### src/rtl/dsng_rot_lfsr_uni_if.sv
// dsng_rot_lfsr_uni_if: operand-in / bit-pair-out bundle for the two-channel stochastic number generator
//   iA, iB       operand pair (unsigned, DATAWD bits), qualified by in_valid / in_ready
//   flush        synchronous abort back to IDLE
//   oBitA, oBitB stochastic bit pair with frame_start / frame_last, qualified by out_valid / out_ready
//   master = operand source / bitstream sink, slave = generator
interface dsng_rot_lfsr_uni_if #(parameter int DATAWD = 8);
    logic [DATAWD-1:0] iA;
    logic [DATAWD-1:0] iB;
    logic              in_valid;
    logic              in_ready;
    logic              flush;
    logic              oBitA;
    logic              oBitB;
    logic              out_valid;
    logic              out_ready;
    logic              frame_start;
    logic              frame_last;
    modport master (
        output iA, iB, in_valid, flush, out_ready,
        input  in_ready, oBitA, oBitB, out_valid, frame_start, frame_last
    );
    modport slave (
        input  iA, iB, in_valid, flush, out_ready,
        output in_ready, oBitA, oBitB, out_valid, frame_start, frame_last
    );
endinterface

### src/rtl/dsng_rot_lfsr_uni.sv
// dsng_rot_lfsr_uni: two-channel binary-to-unary stochastic bitstream encoder driven by one 8-bit LFSR
//   clk    clock
//   rst_n  asynchronous reset, active low
//   bus    slave side of dsng_rot_lfsr_uni_if: accepts one operand pair, then streams a
//          255-beat frame whose ones-count per channel equals that channel's operand
module dsng_rot_lfsr_uni #(
    parameter int DATAWD    = 8,
    parameter int FRAME_LEN = 255
) (
    input logic               clk,
    input logic               rst_n,
    dsng_rot_lfsr_uni_if.slave bus
);
    typedef enum logic {IDLE, RUN} state_t;
    localparam logic [DATAWD-1:0] LAST_BEAT = DATAWD'(FRAME_LEN - 1);
    state_t            state, state_nxt;
    logic [DATAWD-1:0] lfsr, lfsr_rev, beat, buf_a, buf_b;
    logic              fb, accept, xfer, run;
    // XNOR feedback makes all-ones the lock-up state, so 00 is a legal seed and FF is never visited
    assign fb     = ~(lfsr[7] ^ lfsr[5] ^ lfsr[4] ^ lfsr[3]);
    assign accept = (state == IDLE) && bus.in_valid;
    assign xfer   = (state == RUN) && bus.out_ready;
    // channel B sees the LFSR bit-reversed, which decorrelates it from channel A
    for (genvar i = 0; i < DATAWD; i++) begin : g_rev
        assign lfsr_rev[i] = lfsr[DATAWD-1-i];
    end
    always_ff @(posedge clk or negedge rst_n) begin
        if (!rst_n) state <= IDLE;
        else        state <= state_nxt;
    end
    always_comb begin
        state_nxt = bus.flush                      ? IDLE :
                    accept                         ? RUN  :
                    (xfer && beat == LAST_BEAT)    ? IDLE : state;
    end
    always_comb begin
        run             = (state == RUN);
        bus.in_ready    = !run;
        bus.out_valid   = run;
        bus.oBitA       = run && (buf_a > lfsr);
        bus.oBitB       = run && (buf_b > lfsr_rev);
        bus.frame_start = run && (beat == '0);
        bus.frame_last  = run && (beat == LAST_BEAT);
    end
    always_ff @(posedge clk or negedge rst_n) begin
        if (!rst_n) begin
            lfsr  <= '0;
            beat  <= '0;
            buf_a <= '0;
            buf_b <= '0;
        end else if (bus.flush) begin
            lfsr <= '0;
            beat <= '0;
        end else if (accept) begin
            buf_a <= bus.iA;
            buf_b <= bus.iB;
            lfsr  <= '0;
            beat  <= '0;
        end else if (xfer) begin
            lfsr <= {lfsr[DATAWD-2:0], fb};
            beat <= beat + 1'b1;
        end
    end
endmodule

### src/flat_wrapper.sv
// flat-port wrapper written by rule: the top's interface ports become plain ports
module dsng_rot_lfsr_uni_flat 
#(
    parameter int DATAWD    = 8,
    parameter int FRAME_LEN = 255
)
  (clk, rst_n, bus_iA, bus_iB, bus_in_valid, bus_flush, bus_out_ready, bus_in_ready, bus_oBitA, bus_oBitB, bus_out_valid, bus_frame_start, bus_frame_last);
  dsng_rot_lfsr_uni_if #(.DATAWD(DATAWD)) bus_i ();
  input logic clk;
  input logic rst_n;
  input wire logic [$bits(bus_i.iA)-1:0] bus_iA;
  input wire logic [$bits(bus_i.iB)-1:0] bus_iB;
  input wire logic [$bits(bus_i.in_valid)-1:0] bus_in_valid;
  input wire logic [$bits(bus_i.flush)-1:0] bus_flush;
  input wire logic [$bits(bus_i.out_ready)-1:0] bus_out_ready;
  output wire logic [$bits(bus_i.in_ready)-1:0] bus_in_ready;
  output wire logic [$bits(bus_i.oBitA)-1:0] bus_oBitA;
  output wire logic [$bits(bus_i.oBitB)-1:0] bus_oBitB;
  output wire logic [$bits(bus_i.out_valid)-1:0] bus_out_valid;
  output wire logic [$bits(bus_i.frame_start)-1:0] bus_frame_start;
  output wire logic [$bits(bus_i.frame_last)-1:0] bus_frame_last;
  assign bus_i.iA = bus_iA;
  assign bus_i.iB = bus_iB;
  assign bus_i.in_valid = bus_in_valid;
  assign bus_i.flush = bus_flush;
  assign bus_i.out_ready = bus_out_ready;
  assign bus_in_ready = bus_i.in_ready;
  assign bus_oBitA = bus_i.oBitA;
  assign bus_oBitB = bus_i.oBitB;
  assign bus_out_valid = bus_i.out_valid;
  assign bus_frame_start = bus_i.frame_start;
  assign bus_frame_last = bus_i.frame_last;
  dsng_rot_lfsr_uni #(.DATAWD(DATAWD), .FRAME_LEN(FRAME_LEN)) u_core (.clk(clk), .rst_n(rst_n), .bus(bus_i));
endmodule
### config.mk
export PLATFORM = sky130hd
export DESIGN_NAME = dsng_rot_lfsr_uni_flat
export DESIGN_NICKNAME = d
export VERILOG_FILES = /design/src/rtl/dsng_rot_lfsr_uni_if.sv /design/src/rtl/dsng_rot_lfsr_uni.sv /design/src/flat_wrapper.sv
export SDC_FILE = /design/constraint.sdc
export NUM_CORES = 1
export LEC_CHECK = 0
export CAP_MARGIN = 30
export CORE_MARGIN = 2
export CORE_UTILIZATION = 39
export CTS_CLUSTER_SIZE = 16
export DETAILED_ROUTE_END_ITERATION = 8
export PLACE_DENSITY_LB_ADDON = 0.1
export SYNTH_ARGS = -nofsm -noshare
export SYNTH_HDL_FRONTEND = slang
export SYNTH_SLANG_ARGS = --single-unit
export TNS_END_PERCENT = 1
### constraint.sdc
create_clock -name clk -period 2.1 [get_ports clk]
set_clock_uncertainty 0.1 [all_clocks]
set_input_delay 0.525 -clock clk [delete_from_list [all_inputs] [get_ports clk]]
set_output_delay 0.525 -clock clk [all_outputs]
set_load 0.01 [all_outputs]
# Word-level counts from Yosys, hierarchy flattened
# Index checks and enable logic that the tools add are counted.
classes:
  n_reduce_logical: 12
  n_lt_le_gt_ge: 2
  addsub: 1
  mux: 9
  n_bitwise: 6
  eq_ne: 1
op_table:
  columns: ["operator", "count"]
  rows:
  - ["$mux 8", 6]
  - ["$gt 8x8->1", 2]
  - ["$add 8x1->8 const B", 1]
  - ["$eq 8x8->1 const B", 1]
  - ["$logic_not 8->1", 1]
  - ["$logic_and 1x1->1", 7]
  - ["$reduce_bool 3->1", 2]
  - ["$mux 1", 3]
  - ["$not 1->1", 3]
  - ["$xor 1x1->1", 3]
  - ["$reduce_and 2->1", 1]
  - ["$logic_not 1->1", 1]
totals:
  in_bits: 21
  wordCells: 36
  out_inout_bits: 6
  register_bits: 33

# Logic depth before layout (Yosys ltp)
depth:
  ltp_word: 7
  depth_mapped: 6
  ltp_nobuf: 6

# Worst setup path before layout
# Ideal clock, no wire load.
synth_timing:
  kind: "register -> output"
  startpoint: "register u_core.lfsr[6]"
  endpoint: "output port bus_oBitB"
  t_arrival_ps: 1263
  stages_incl_launch_ff: 7
  path_buffers: 0
  t_required_ps: 1475
  setup_slack_ps: 212
  cell_sequence: "dfrtp_1 -> inv_1 -> ha_1 -> nor2b_1 -> o211ai_1 -> a21o_1 -> a31oi_1"
synth_between:
  elab_chain_len: 2
synth_rtl:
  columns: ["item", "line", "source"]
  rows:
  - ["start, declared", "dsng_rot_lfsr_uni.sv:17", "logic [DATAWD-1:0] lfsr, lfsr_rev, beat, buf_a, buf_b;"]
  - ["start signal, assigned", "dsng_rot_lfsr_uni.sv:60", "lfsr <= {lfsr[DATAWD-2:0], fb};"]
  - ["$gt 8x8->1", "dsng_rot_lfsr_uni.sv:41", "bus.oBitB = run && (buf_b > lfsr_rev);"]
  - ["$logic_and 1x1->1", "dsng_rot_lfsr_uni.sv:41", null]
  - ["end, declared", "flat_wrapper.sv:18", "output wire logic [$bits(bus_i.oBitB)-1:0] bus_oBitB;"]
# Every way passes these cells.

# Final worst setup path
layout_timing:
  startpoint: "register u_core.lfsr[1]"
  endpoint: "output port bus_oBitA"
layout_between:
  elab_chain_len: 2
layout_rtl:
  columns: ["item", "line", "source"]
  rows:
  - ["$gt 8x8->1", "dsng_rot_lfsr_uni.sv:40", "bus.oBitA = run && (buf_a > lfsr);"]
  - ["$logic_and 1x1->1", "dsng_rot_lfsr_uni.sv:40", null]
  - ["end, declared", "flat_wrapper.sv:17", "output wire logic [$bits(bus_i.oBitA)-1:0] bus_oBitA;"]
# Every way passes these cells.

==> qor.csv <==
stage;metric;value;unit
run_status;status;complete, but fails checks;
run_status;violations;negative setup slack;
finish;finalInstanceArea;2495;sq um
floorplan;start_util;40.16;%
grt;use_met1;19.67;%
min_path;min_delay_path_depth;1;
grt;grtUsageMet3;3.978;%
clocking;clockRootBuffer;clkbuf_8;
drt;routedWlPerCell;14.66;um
synth;yosysSeqAreaShare;44.12;%
floorplan;core_area;4661;sq um
worst_setup_path;r2r-end;u_core.buf_a[5]$_DFFE_PN0P_;
synth;synth_largest_area_cell;dfrtp_1;
synth;synth.distinct_cells;34;
pwr;power_density;670.9;nW/um^2
clocking;insertion_delay;0.28;ns
timing;worst_hold_slack;0.4258;ns
worst_setup_path;crit_fanout;2;
timing;tns;-0.4274;ns
floorplan;pin_count;27;
worst_setup_path;worstSetupPathType;flip-flop to primary output;
synth;synth-async-reset-ratio;100.0;%
worst_setup_path;reg2reg_slack;0.56;ns
min_path;hold_class;flip-flop to flip-flop;
worst_setup_path;worstRegToRegCells;5;
synth;ys_top_cells_by_area;dfrtp_1 (44%), ha_1 (13%), mux2_2 (5.4%), nand2_1 (5.0%), a21oi_1 (4.0%);
placement;detailed_place_hpwl;3275;um
synth;syn_avg_cell_area;10.34;sq um
worst_setup_path;worst-path-buf-inv;2;
grt;grt-busiest-layer;met2;
synth;synth_flop_cell;dfrtp_1;
synth;yosysMostFrequentCell;dfrtp_1;
timing;finalHoldViolations;0;
finish;nets;278;
drt;vias;1496;
worst_setup_path;cp_top_family;compound AO/OA/AOI/OAI gates;
drt;drtIter0Drc;51;
pwr;finalPower;1.674;mW
timing;fin_crit;2.333;ns
worst_setup_path;cp.depth;7;
timing;rsz0062_at_grt;true;
timing;worst_pin_slew;0.4301;ns
pwr;ir_drop;273.9;uV
drt;ant_nets;0;
timing;relSlewSlack;71.32;%
finish;antennaDiodeCount;0;
synth;synth_edf_count;0;
synth;ys.warnings.count;0;
floorplan;fp.dieArea;5370;sq um
grt;overflow;0;
finish;syn_to_final_growth;33.29;%
synth;synth-seq-cells;33;
worst_setup_path;endpoint_kind;primary output;
clocking;cts_max_path_buffers;2;
floorplan;fp.dieH;73.28;um
placement;place.gp.congestion;0.8061;
timing;drv_slew;0;
timing;worst_slack;-0.2329;ns
drt;drt_pre_antenna_iters;4;
grt;antenna_found_initial;0;
worst_setup_path;crit_path_end;bus_oBitA;
worst_setup_path;cp-start-kind;flip-flop;
placement;io_buffer_count;26;
worst_setup_path;crit_slowest_cell;dfrtp_1;
pwr;p_leak;1.124;nW
grt;grt_first_pass_wirelength;7176;um
timing;finalCritPeriodShare;111.1;%
drt;totalWireLength;4294;um
clocking;htreeDepth;2;
synth;synth_nets;221;
timing;fmax;0.4287;GHz
worst_setup_path;rr_startpoint;u_core.bus.out_valid$_DFFE_PN0P_;
clocking;cts_num_sinks;33;
run;drv_cap;0;
timing;setup_viol;2;
synth;synth_top_cell_area_share;44.12;%
worst_setup_path;crit_chain;inv_2 > ha_4 > nor2b_4 > o211ai_1 > a21oi_1 > o21ba_2 > buf_6;
worst_setup_path;crit_path_start;u_core.lfsr[1]$_DFFE_PN0P_;
clocking;cts_tree;done;
floorplan;rows;25;
worst_setup_path;critPathRequiredTime;1.47;ns
drt;via_per_inst;5.106;
floorplan;die_w;73.28;um
grt;grt_start_max_net_pins;34;
worst_setup_path;worstPathArrival;1.71;ns
synth;syn_area;1872;sq um
finish;final_util;53.53;%
synth;netlist_instances;181;
grt;met2_usage;32.43;%
grt;grt_usage;17.68;%
clocking;cts_hold_buf;0;
finish;layout-drive-gt1-share;25.52;%
drt;route.detailed.drc;0;
worst_setup_path;slowest_delay;0.39;ns
clocking;cts_buffers;5;
clocking;clkTransAtPathRegs;0.07;ns
grt;grt_pass1_vias;1580;
synth;synth_common_cells;dfrtp_1 (33), nand2_1 (25), ha_1 (19), a21oi_1 (15), inv_1 (14);
placement;dpl_cell_area;2374;sq um
-- through the flow --
| step | worst slack [ns] | cells |
|---|---|---|
| after global routing | -0.3155 | 293 |
| after CTS | -0.2502 | 291 |
| after global placement | -0.2702 | 282 |
| after detailed placement | -0.3377 | 282 |
| after floorplan | 0.2124 | 181 |
| final | -0.2329 | 293 |
-- routing by layer --
layer,up-vias,wire (um)
li1,738,-
met1,726,1766
met2,27,2302
met3,5,168
met4,0,57
met5,-,0
-- worst min-delay path by stage --
stage                                start                          end  slack [ns]
2_1_floorplan                        rst_n   u_core.beat[0]$_DFFE_PN0P_        0.13
3_3_place_gp   u_core.buf_a[5]$_DFFE_PN0P_  u_core.buf_a[5]$_DFFE_PN0P_        0.40
3_5_place_dp   u_core.buf_a[3]$_DFFE_PN0P_  u_core.buf_a[3]$_DFFE_PN0P_        0.41
4_1_cts        u_core.buf_a[3]$_DFFE_PN0P_  u_core.buf_a[3]$_DFFE_PN0P_        0.43
5_1_grt        u_core.buf_a[3]$_DFFE_PN0P_  u_core.buf_a[3]$_DFFE_PN0P_        0.44
6_report       u_core.buf_b[4]$_DFFE_PN0P_  u_core.buf_b[4]$_DFFE_PN0P_        0.43
-- registers in the layout, indices dropped and copies added, names as in the netlist --
register              count
u_core.beat               8
u_core.buf_a              8
u_core.buf_b              8
u_core.lfsr               8
u_core.bus.out_valid      1
-- cells in the final DEF, fill, tap and decap left out, drive strengths merged, types with 8 or more instances in the layout --
master / synthesis / routed
dfrtp: 33 / 33
buf: 5 / 31
nand2: 25 / 25
clkdlybuf4s50: 0 / 22
ha: 19 / 19
a21oi: 15 / 15
inv: 14 / 14
mux2: 14 / 14
nor2: 9 / 9
o21ai: 8 / 8
-- repair_timing --
item | 4_1_cts | 5_1_grt
buffers inserted | 1 | 2
pin swaps | 5 | 5
setup endpoints to repair | 4 | 4
resized for setup | 14 | 4
endpoints found under the hold margin | 0 | 0
-- report_power, final --
part	total, mW	switching, mW	internal, mW
clock network	0.461	0.232	0.230
registers	0.754	0.0469	0.707
logic	0.458	0.193	0.265
-- layout make-up --
type / count / area (sq um)
repair buffers: 55 / 480.5
multi-input cells: 129 / 985.9
well taps: 54 / 67.56
fillers: 426 / 2166
flip-flops and latches: 33 / 825.8
clock buffers: 6 / 72.57
clock inverters: 2 / 10.01
inverters: 14 / 52.55
-- cell families (layout without fill, tap and decap cells) --
group,count (synthesis),count (layout),share of synthesized area [%]
flops,33,33,44.12
fa+ha+maj,19,19,12.70
simple gates,55,55,14.97
mux,14,14,9.425
buf+inv,19,77,4.612
compound gates,33,33,10.43
xor+xnor,8,8,3.743
-- worst register-to-register path: stages, from the launching register on --
cell and delay [ns]:
dfrtp_1 0.38, buf_4 0.16, nand2b_4 0.17, nor2_8 0.10, buf_12 0.15, mux2_2 0.35
Power figures use the tool's default switching activity.
